File: src/rtl/pc_pkg.sv
`default_nettype none
// ============================================================================
// Module      : pc_pkg
// Description : Shared types and default vectors for the IF-stage program
//               counter sequencer.
// Revision    : 1.0 - initial release
// ============================================================================
package pc_pkg;

    // Source selected for the next fetch PC, listed in priority order
    typedef enum logic [2:0] {
        PC_SRC_TRAP  = 3'd0,
        PC_SRC_HOLD  = 3'd1,
        PC_SRC_RET   = 3'd2,
        PC_SRC_CALL  = 3'd3,
        PC_SRC_REDIR = 3'd4,
        PC_SRC_SEQ   = 3'd5
    } pc_src_e;

    // Default vectors for the MUSA core
    localparam logic [31:0] MUSA_RESET_VECTOR = 32'h0000_0000;
    localparam logic [31:0] MUSA_TRAP_VECTOR  = 32'h0000_0080;

endpackage : pc_pkg
`default_nettype wire

File: src/rtl/pc_return_stack.sv
`default_nettype none
// ============================================================================
// Module      : pc_return_stack
// Description : Circular return-address stack. A push on a full stack
//               silently overwrites the oldest entry; the count saturates.
// Revision    : 1.0 - initial release
// ============================================================================
module pc_return_stack
    import pc_pkg::*;
#(
    parameter int WIDTH     = 32,
    parameter int RAS_DEPTH = 4
) (
    input  logic                             clock,
    input  logic                             reset,
    input  logic                             push,
    input  logic                             pop,
    input  logic                             flush,
    input  logic [WIDTH-1:0]                 pushData,
    output logic [WIDTH-1:0]                 topData,
    output logic [$clog2(RAS_DEPTH+1)-1:0]   count
);

    localparam int                 c_PTR_W = $clog2(RAS_DEPTH);
    localparam int                 c_CNT_W = $clog2(RAS_DEPTH + 1);
    localparam logic [c_PTR_W-1:0] c_LAST  = c_PTR_W'(RAS_DEPTH - 1);
    localparam logic [c_CNT_W-1:0] c_FULL  = c_CNT_W'(RAS_DEPTH);

    logic [WIDTH-1:0]   r_stack [RAS_DEPTH];
    logic [c_PTR_W-1:0] r_top;
    logic [c_CNT_W-1:0] r_count;
    logic [c_PTR_W-1:0] w_top_inc;
    logic [c_PTR_W-1:0] w_top_dec;

    // Modular neighbours of the top pointer (depth need not be a power of two)
    always_comb begin
        w_top_inc = (r_top == c_LAST) ? '0 : r_top + 1'b1;
        w_top_dec = (r_top == '0) ? c_LAST : r_top - 1'b1;
    end

    // Top pointer and saturating occupancy counter
    always_ff @(posedge clock or negedge reset) begin
        if (!reset) begin
            r_top   <= '0;
            r_count <= '0;
        end else if (flush) begin
            r_top   <= '0;
            r_count <= '0;
        end else if (push) begin
            r_top <= w_top_inc;
            if (r_count != c_FULL) begin
                r_count <= r_count + 1'b1;
            end
        end else if (pop && (r_count != '0)) begin
            r_top   <= w_top_dec;
            r_count <= r_count - 1'b1;
        end
    end

    // Entry storage; contents are meaningless while count is zero, so no reset
    always_ff @(posedge clock) begin
        if (push && !flush) begin
            r_stack[w_top_inc] <= pushData;
        end
    end

    assign topData = r_stack[r_top];
    assign count   = r_count;

endmodule : pc_return_stack
`default_nettype wire

File: src/rtl/pc_sequencer.sv
`default_nettype none
// ============================================================================
// Module      : pc_sequencer
// Description : IF-stage program counter. Picks the next PC from trap
//               vector, return-address stack, call/branch target or the
//               sequential increment, honouring a stall enable.
// Revision    : 1.0 - initial release
// ============================================================================
module pc_sequencer
    import pc_pkg::*;
#(
    parameter int          WIDTH        = 32,
    parameter logic [31:0] RESET_VECTOR = MUSA_RESET_VECTOR,
    parameter logic [31:0] TRAP_VECTOR  = MUSA_TRAP_VECTOR,
    parameter int          INCREMENT    = 4,
    parameter int          RAS_DEPTH    = 4
) (
    input  logic                             clock,
    input  logic                             reset,
    input  logic                             pcWrite,
    input  logic                             trapValid,
    input  logic                             redirectValid,
    input  logic                             callValid,
    input  logic                             returnValid,
    input  logic [WIDTH-1:0]                 redirectTarget,
    output logic [WIDTH-1:0]                 pcOutput,
    output logic [WIDTH-1:0]                 pcPlus,
    output logic [$clog2(RAS_DEPTH+1)-1:0]   rasCount,
    output logic                             rasEmpty,
    output logic                             rasFull,
    output logic                             rasError,
    output logic                             misalignError
);

    localparam int             c_CNT_W    = $clog2(RAS_DEPTH + 1);
    localparam logic [WIDTH-1:0] c_RESET_PC = WIDTH'(RESET_VECTOR);
    localparam logic [WIDTH-1:0] c_TRAP_PC  = WIDTH'(TRAP_VECTOR);
    localparam logic [WIDTH-1:0] c_STEP     = WIDTH'(INCREMENT);
    // Low bits that must be zero in a target; all-zero when INCREMENT is 1
    localparam logic [WIDTH-1:0] c_LOW_MASK = WIDTH'(INCREMENT - 1);

    logic [WIDTH-1:0]   r_pc;
    logic               r_ras_error;
    logic               r_misalign;

    pc_src_e            w_src;
    logic [WIDTH-1:0]   w_pc_plus;
    logic [WIDTH-1:0]   w_aligned;
    logic               w_target_odd;
    logic [WIDTH-1:0]   w_next_pc;
    logic               w_push;
    logic               w_pop;
    logic               w_flush;
    logic               w_ras_error;
    logic               w_misalign;
    logic [WIDTH-1:0]   w_top;
    logic [c_CNT_W-1:0] w_count;
    logic               w_empty;

    assign w_pc_plus    = r_pc + c_STEP;
    assign w_aligned    = redirectTarget & ~c_LOW_MASK;
    assign w_target_odd = |(redirectTarget & c_LOW_MASK);
    assign w_empty      = (w_count == '0);

    // Fixed-priority choice of the next-PC source
    always_comb begin
        w_src = PC_SRC_SEQ;
        if (trapValid) begin
            w_src = PC_SRC_TRAP;
        end else if (!pcWrite) begin
            w_src = PC_SRC_HOLD;
        end else if (returnValid) begin
            w_src = PC_SRC_RET;
        end else if (callValid) begin
            w_src = PC_SRC_CALL;
        end else if (redirectValid) begin
            w_src = PC_SRC_REDIR;
        end
    end

    // Next PC, stack controls and error pulses for the chosen source
    always_comb begin
        w_next_pc   = w_pc_plus;
        w_push      = 1'b0;
        w_pop       = 1'b0;
        w_flush     = 1'b0;
        w_ras_error = 1'b0;
        w_misalign  = 1'b0;
        case (w_src)
            PC_SRC_TRAP: begin
                w_next_pc = c_TRAP_PC;
                w_flush   = 1'b1;
            end
            PC_SRC_HOLD: begin
                w_next_pc = r_pc;
            end
            PC_SRC_RET: begin
                // A simultaneous call is dropped and flagged as a stack error
                if (w_empty) begin
                    w_next_pc   = w_pc_plus;
                    w_ras_error = 1'b1;
                end else begin
                    w_next_pc = w_top;
                    w_pop     = 1'b1;
                end
                if (callValid) begin
                    w_ras_error = 1'b1;
                end
            end
            PC_SRC_CALL: begin
                w_next_pc  = w_aligned;
                w_push     = 1'b1;
                w_misalign = w_target_odd;
            end
            PC_SRC_REDIR: begin
                w_next_pc  = w_aligned;
                w_misalign = w_target_odd;
            end
            default: begin
                w_next_pc = w_pc_plus;
            end
        endcase
    end

    // PC register and one-cycle error pulses
    always_ff @(posedge clock or negedge reset) begin
        if (!reset) begin
            r_pc        <= c_RESET_PC;
            r_ras_error <= 1'b0;
            r_misalign  <= 1'b0;
        end else begin
            r_pc        <= w_next_pc;
            r_ras_error <= w_ras_error;
            r_misalign  <= w_misalign;
        end
    end

    pc_return_stack #(
        .WIDTH     (WIDTH),
        .RAS_DEPTH (RAS_DEPTH)
    ) u_ras (
        .clock    (clock),
        .reset    (reset),
        .push     (w_push),
        .pop      (w_pop),
        .flush    (w_flush),
        .pushData (w_pc_plus),
        .topData  (w_top),
        .count    (w_count)
    );

    assign pcOutput      = r_pc;
    assign pcPlus        = w_pc_plus;
    assign rasCount      = w_count;
    assign rasEmpty      = w_empty;
    assign rasFull       = (w_count == c_CNT_W'(RAS_DEPTH));
    assign rasError      = r_ras_error;
    assign misalignError = r_misalign;

endmodule : pc_sequencer
`default_nettype wire

File: config.mk
export PLATFORM = sky130hd
export DESIGN_NAME = pc_sequencer
export DESIGN_NICKNAME = d
export VERILOG_FILES = /design/src/rtl/pc_pkg.sv /design/src/rtl/pc_return_stack.sv /design/src/rtl/pc_sequencer.sv
export SDC_FILE = /design/constraint.sdc
export NUM_CORES = 1
export LEC_CHECK = 0
export ABC_AREA = 1
export BUFFER_PORTS_ARGS = -buffer_cell sky130_fd_sc_hd__buf_4
export CORE_MARGIN = 10
export CORE_UTILIZATION = 58
export CTS_BUF_LIST = sky130_fd_sc_hd__clkbuf_4 sky130_fd_sc_hd__clkbuf_8 sky130_fd_sc_hd__clkbuf_16
export DETAILED_ROUTE_END_ITERATION = 8
export PLACE_DENSITY = 0.8
export SETUP_SLACK_MARGIN = 0.15
export SKIP_CTS_REPAIR_TIMING = 1
export SYNTH_ARGS = -nofsm -noshare
export SYNTH_HDL_FRONTEND = slang
export SYNTH_SLANG_ARGS = --single-unit
File: constraint.sdc
create_clock -name clock -period 3.74 [get_ports clock]
set_input_delay 0.374 -clock clock [delete_from_list [all_inputs] [get_ports clock]]
set_output_delay 0.374 -clock clock [all_outputs]
set_load 0.01 [all_outputs]
==> out/metrics.cfg <==
[status]
outcome=finished clean

[placement]
gp_congestion=0.948
dp_hpwl_um=15200
port_buffers=109

[sta]
rsz0062_at_grt=no
slew_headroom_pct=26.7
fin_crit_ps=2790
worst_pin_slew_ps=1100
tns_ps=0
final-max-slew-violation-count=0
finalCritPeriodShare_pct=74.5
setup_viol=0
skew_ps=7.29
fmax_ghz=0.359
finalHoldViolCount=0

[final_layout]
diodes=0
fill_cells=1062
final_nets=1090
multiInputGateArea_um2=3030
syn_to_final_growth_pct=18.7
seqCellArea_um2=4820
drive_gt1_share_pct=18.9

[hold_path]
min-delay-path-class=primary input to register
worstHoldStart=redirectTarget[0]
whs_endpoint=misalignError$_DFF_PN0_
whs_path_depth=3

[logic_synthesis]
synth_area_leader_cell=edfxtp_1
synth_commonest_cells=nand2_1 (251), nor2_1 (141), edfxtp_1 (128)
synthTopCellsByArea=edfxtp_1 (46%), dfrtp_1 (12%), nand2_1 (11%)
seq_area_frac_synth_pct=57.6
synth_nets=984
synth_cell_types=36
synth_top_area_share_pct=45.9
syn_area_um2=8370
synth_most_common_cell=nand2_1
synth_seq_cells=167
synth_ff_type=edfxtp_1
async_flop_share_pct=23.4
yosysWarnings=0
synth_area_per_cell_um2=8.93
synth_edf_count=128
netlist_instances=937

[clocking]
cts_tree=done
clk_latency_ps=440
cts_max_level=4
cts_root_buf=clkbuf_16
cts.sinks=167
clk_pin_slew_worst_paths_ps=60
numCtsBuffers=17
clockBufferDepth=2

[worst_setup_path]
cp_cell_sequence=ha_1, nand2_4, nor2_8, nand3_1, o21bai_1, and2_1, buf_4
slowest_stage=dfrtp_1
timing.rr.start=u_ras.r_top[1]$_DFFE_PN0P_
ff2ff_path_depth=3
critPathArrivalTime_ps=2410
crit_type=register to output pin
critical_path_required_ps=3370
crit_path_end_kind=output pin
regToRegSetupSlack_ps=1410
r2r_end=u_ras.r_stack[3][26]$_DFFE_PP_
cpPeakStageDelay_ps=540
cp-start-kind=register
crit_path_max_fanout=7

[pwr]
peakVddDrop_mv=0.331
power.internal_uw=3590
power_frac_clock_pct=34.0
combPwrFrac_pct=21.3
switching_share_pct=29.8
finalPower_uw=5100
total_leakage_power_uw=0.00434
pwr-share-seq_pct=44.7
p_sw_uw=1520
pwr_density_cell_nw_per_um2=514

[routing]
postRouteAntennaNets=0
dr.pass1.iters=5
routed_via_density=5.49
wl_per_cell_um=18.2
vias=6787
routed_wl_um=22400
drc=0
drt_iter0_drc=728

[grt]
grt_max_degree=91
overflow=0
first_global_vias=6637
grt_util_met1_pct=28.6
grt_use_met3_pct=5.78
grt_pass1_wl_um=35100
busiest_layer=met2
grt_use_met2_pct=37.5
antenna_found_initial=0
grt_use_total_pct=22.7

[die]
die_y_um=140
start_util_pct=59.8
num_io_pins=110
num_rows=43
coreArea_um2=14000
fp.dieArea_um2=19600
die_x_um=140

[run]
max-cap-violations=0

==> registers in the layout, indices dropped and copies added, names as in the netlist <==
register and count:
u_ras.r_stack 128, pcOutput 32, u_ras.count 3, u_ras.r_top 2
misalignError 1, rasError 1
==> logic make-up (layout without fill, tap and decap cells) <==
kind of cell,count (synthesis),in the layout,share of synthesized area [%]
compound gates,83,83,5.53
xor+xnor,8,8,1.11
fa+ha+maj,8,8,1.29
buf+inv,127,246,6.37
flops,167,167,57.6
simple gates,544,544,28.1
==> how the worst max path moves through the flow <==
| stage | cells past startpoint | endpoint | slack [ps] | startpoint |
|---|---|---|---|---|
| final | 7 | pcPlus[20] | 950 | pcOutput[2]$_DFFE_PN0P_ |
| after floorplan | 6 | u_ras.r_stack[1][0]$_DFFE_PP_ | 910 | u_ras.r_top[1]$_DFFE_PN0P_ |
| after detailed placement | 6 | u_ras.r_stack[3][29]$_DFFE_PP_ | 1290 | trapValid |
| after CTS | 7 | pcPlus[20] | 950 | pcOutput[2]$_DFFE_PN0P_ |
| after global placement | 6 | u_ras.r_stack[3][26]$_DFFE_PP_ | 1380 | trapValid |
| after global routing | 7 | pcPlus[20] | 770 | pcOutput[2]$_DFFE_PN0P_ |
==> cell usage in the layout (no fill, tap or decap), drive strengths merged <==
cell and n:
a21oi 28, xnor2 2, o211ai 2, ha 7, buf 122, dfrtp 39
bufinv 2, nor2 153, nand3 89, fa 1, xor2 6, nand4 4
o21ai 35, o22ai 4, inv 91, a21boi 6, clkbuf 23, o21bai 5
nand2 260, clkinv 6, edfxtp 128, o21a 1, nor3 16, and2 11
or2 11, clkinvlp 1, dlygate4sd3 1, a22o 2
==> metal layers <==
| metal | vias up | wire length (um) |
|---|---|---|
| li1 | 3264 | - |
| met1 | 3173 | 9320 |
| met2 | 317 | 10900 |
| met3 | 33 | 1810 |
| met4 | 0 | 365 |
| met5 | - | 0 |
==> worst max-delay path, delay by kind of cell (launching register included) <==
kind	cells	cell delay, ps
AND/OR/NAND/NOR	4	720
AO/OA/AOI/OAI	1	190
buffers and inverters	1	150
flip-flops	1	540
adder cells (fa/ha/maj)	1	360
==> per-stage QoR <==
step	cells	setup WS [ps]	utilization, %	hold WS [ps]	instance area [um^2]
CTS	1235	945	70.9	-50.9	9920
floorplan	937	915	-	78.4	8370
global placement	1203	1380	66.8	408	9340
detailed placement	1203	1290	66.8	406	9340
finish	1236	954	71.0	172	9930
global route	1236	769	71.0	187	9930
==> power groups by stage <==
| stage | sequential [uW] | clock (uW) | combinational [uW] |
|---|---|---|---|
| detailed placement | 2310 | 0 | 1090 |
| CTS | 2280 | 1740 | 1100 |
| global placement | 2310 | 0 | 1060 |
| floorplan | 2290 | 0 | 634 |
| finish | 2280 | 1730 | 1090 |
| global route | 2290 | 1820 | 1210 |
==> layout make-up <==
type                    count  share of cell area [%]
inverters                  91                    3.44
clock inverters             9                    1.01
multi-input cells         643                    30.6
well taps                 180                    2.27
repair buffers            123                    9.32
flip-flops and latches    167                    48.5
clock buffers              23                    4.86
Note: power is estimated with default switching activity, not from simulation.
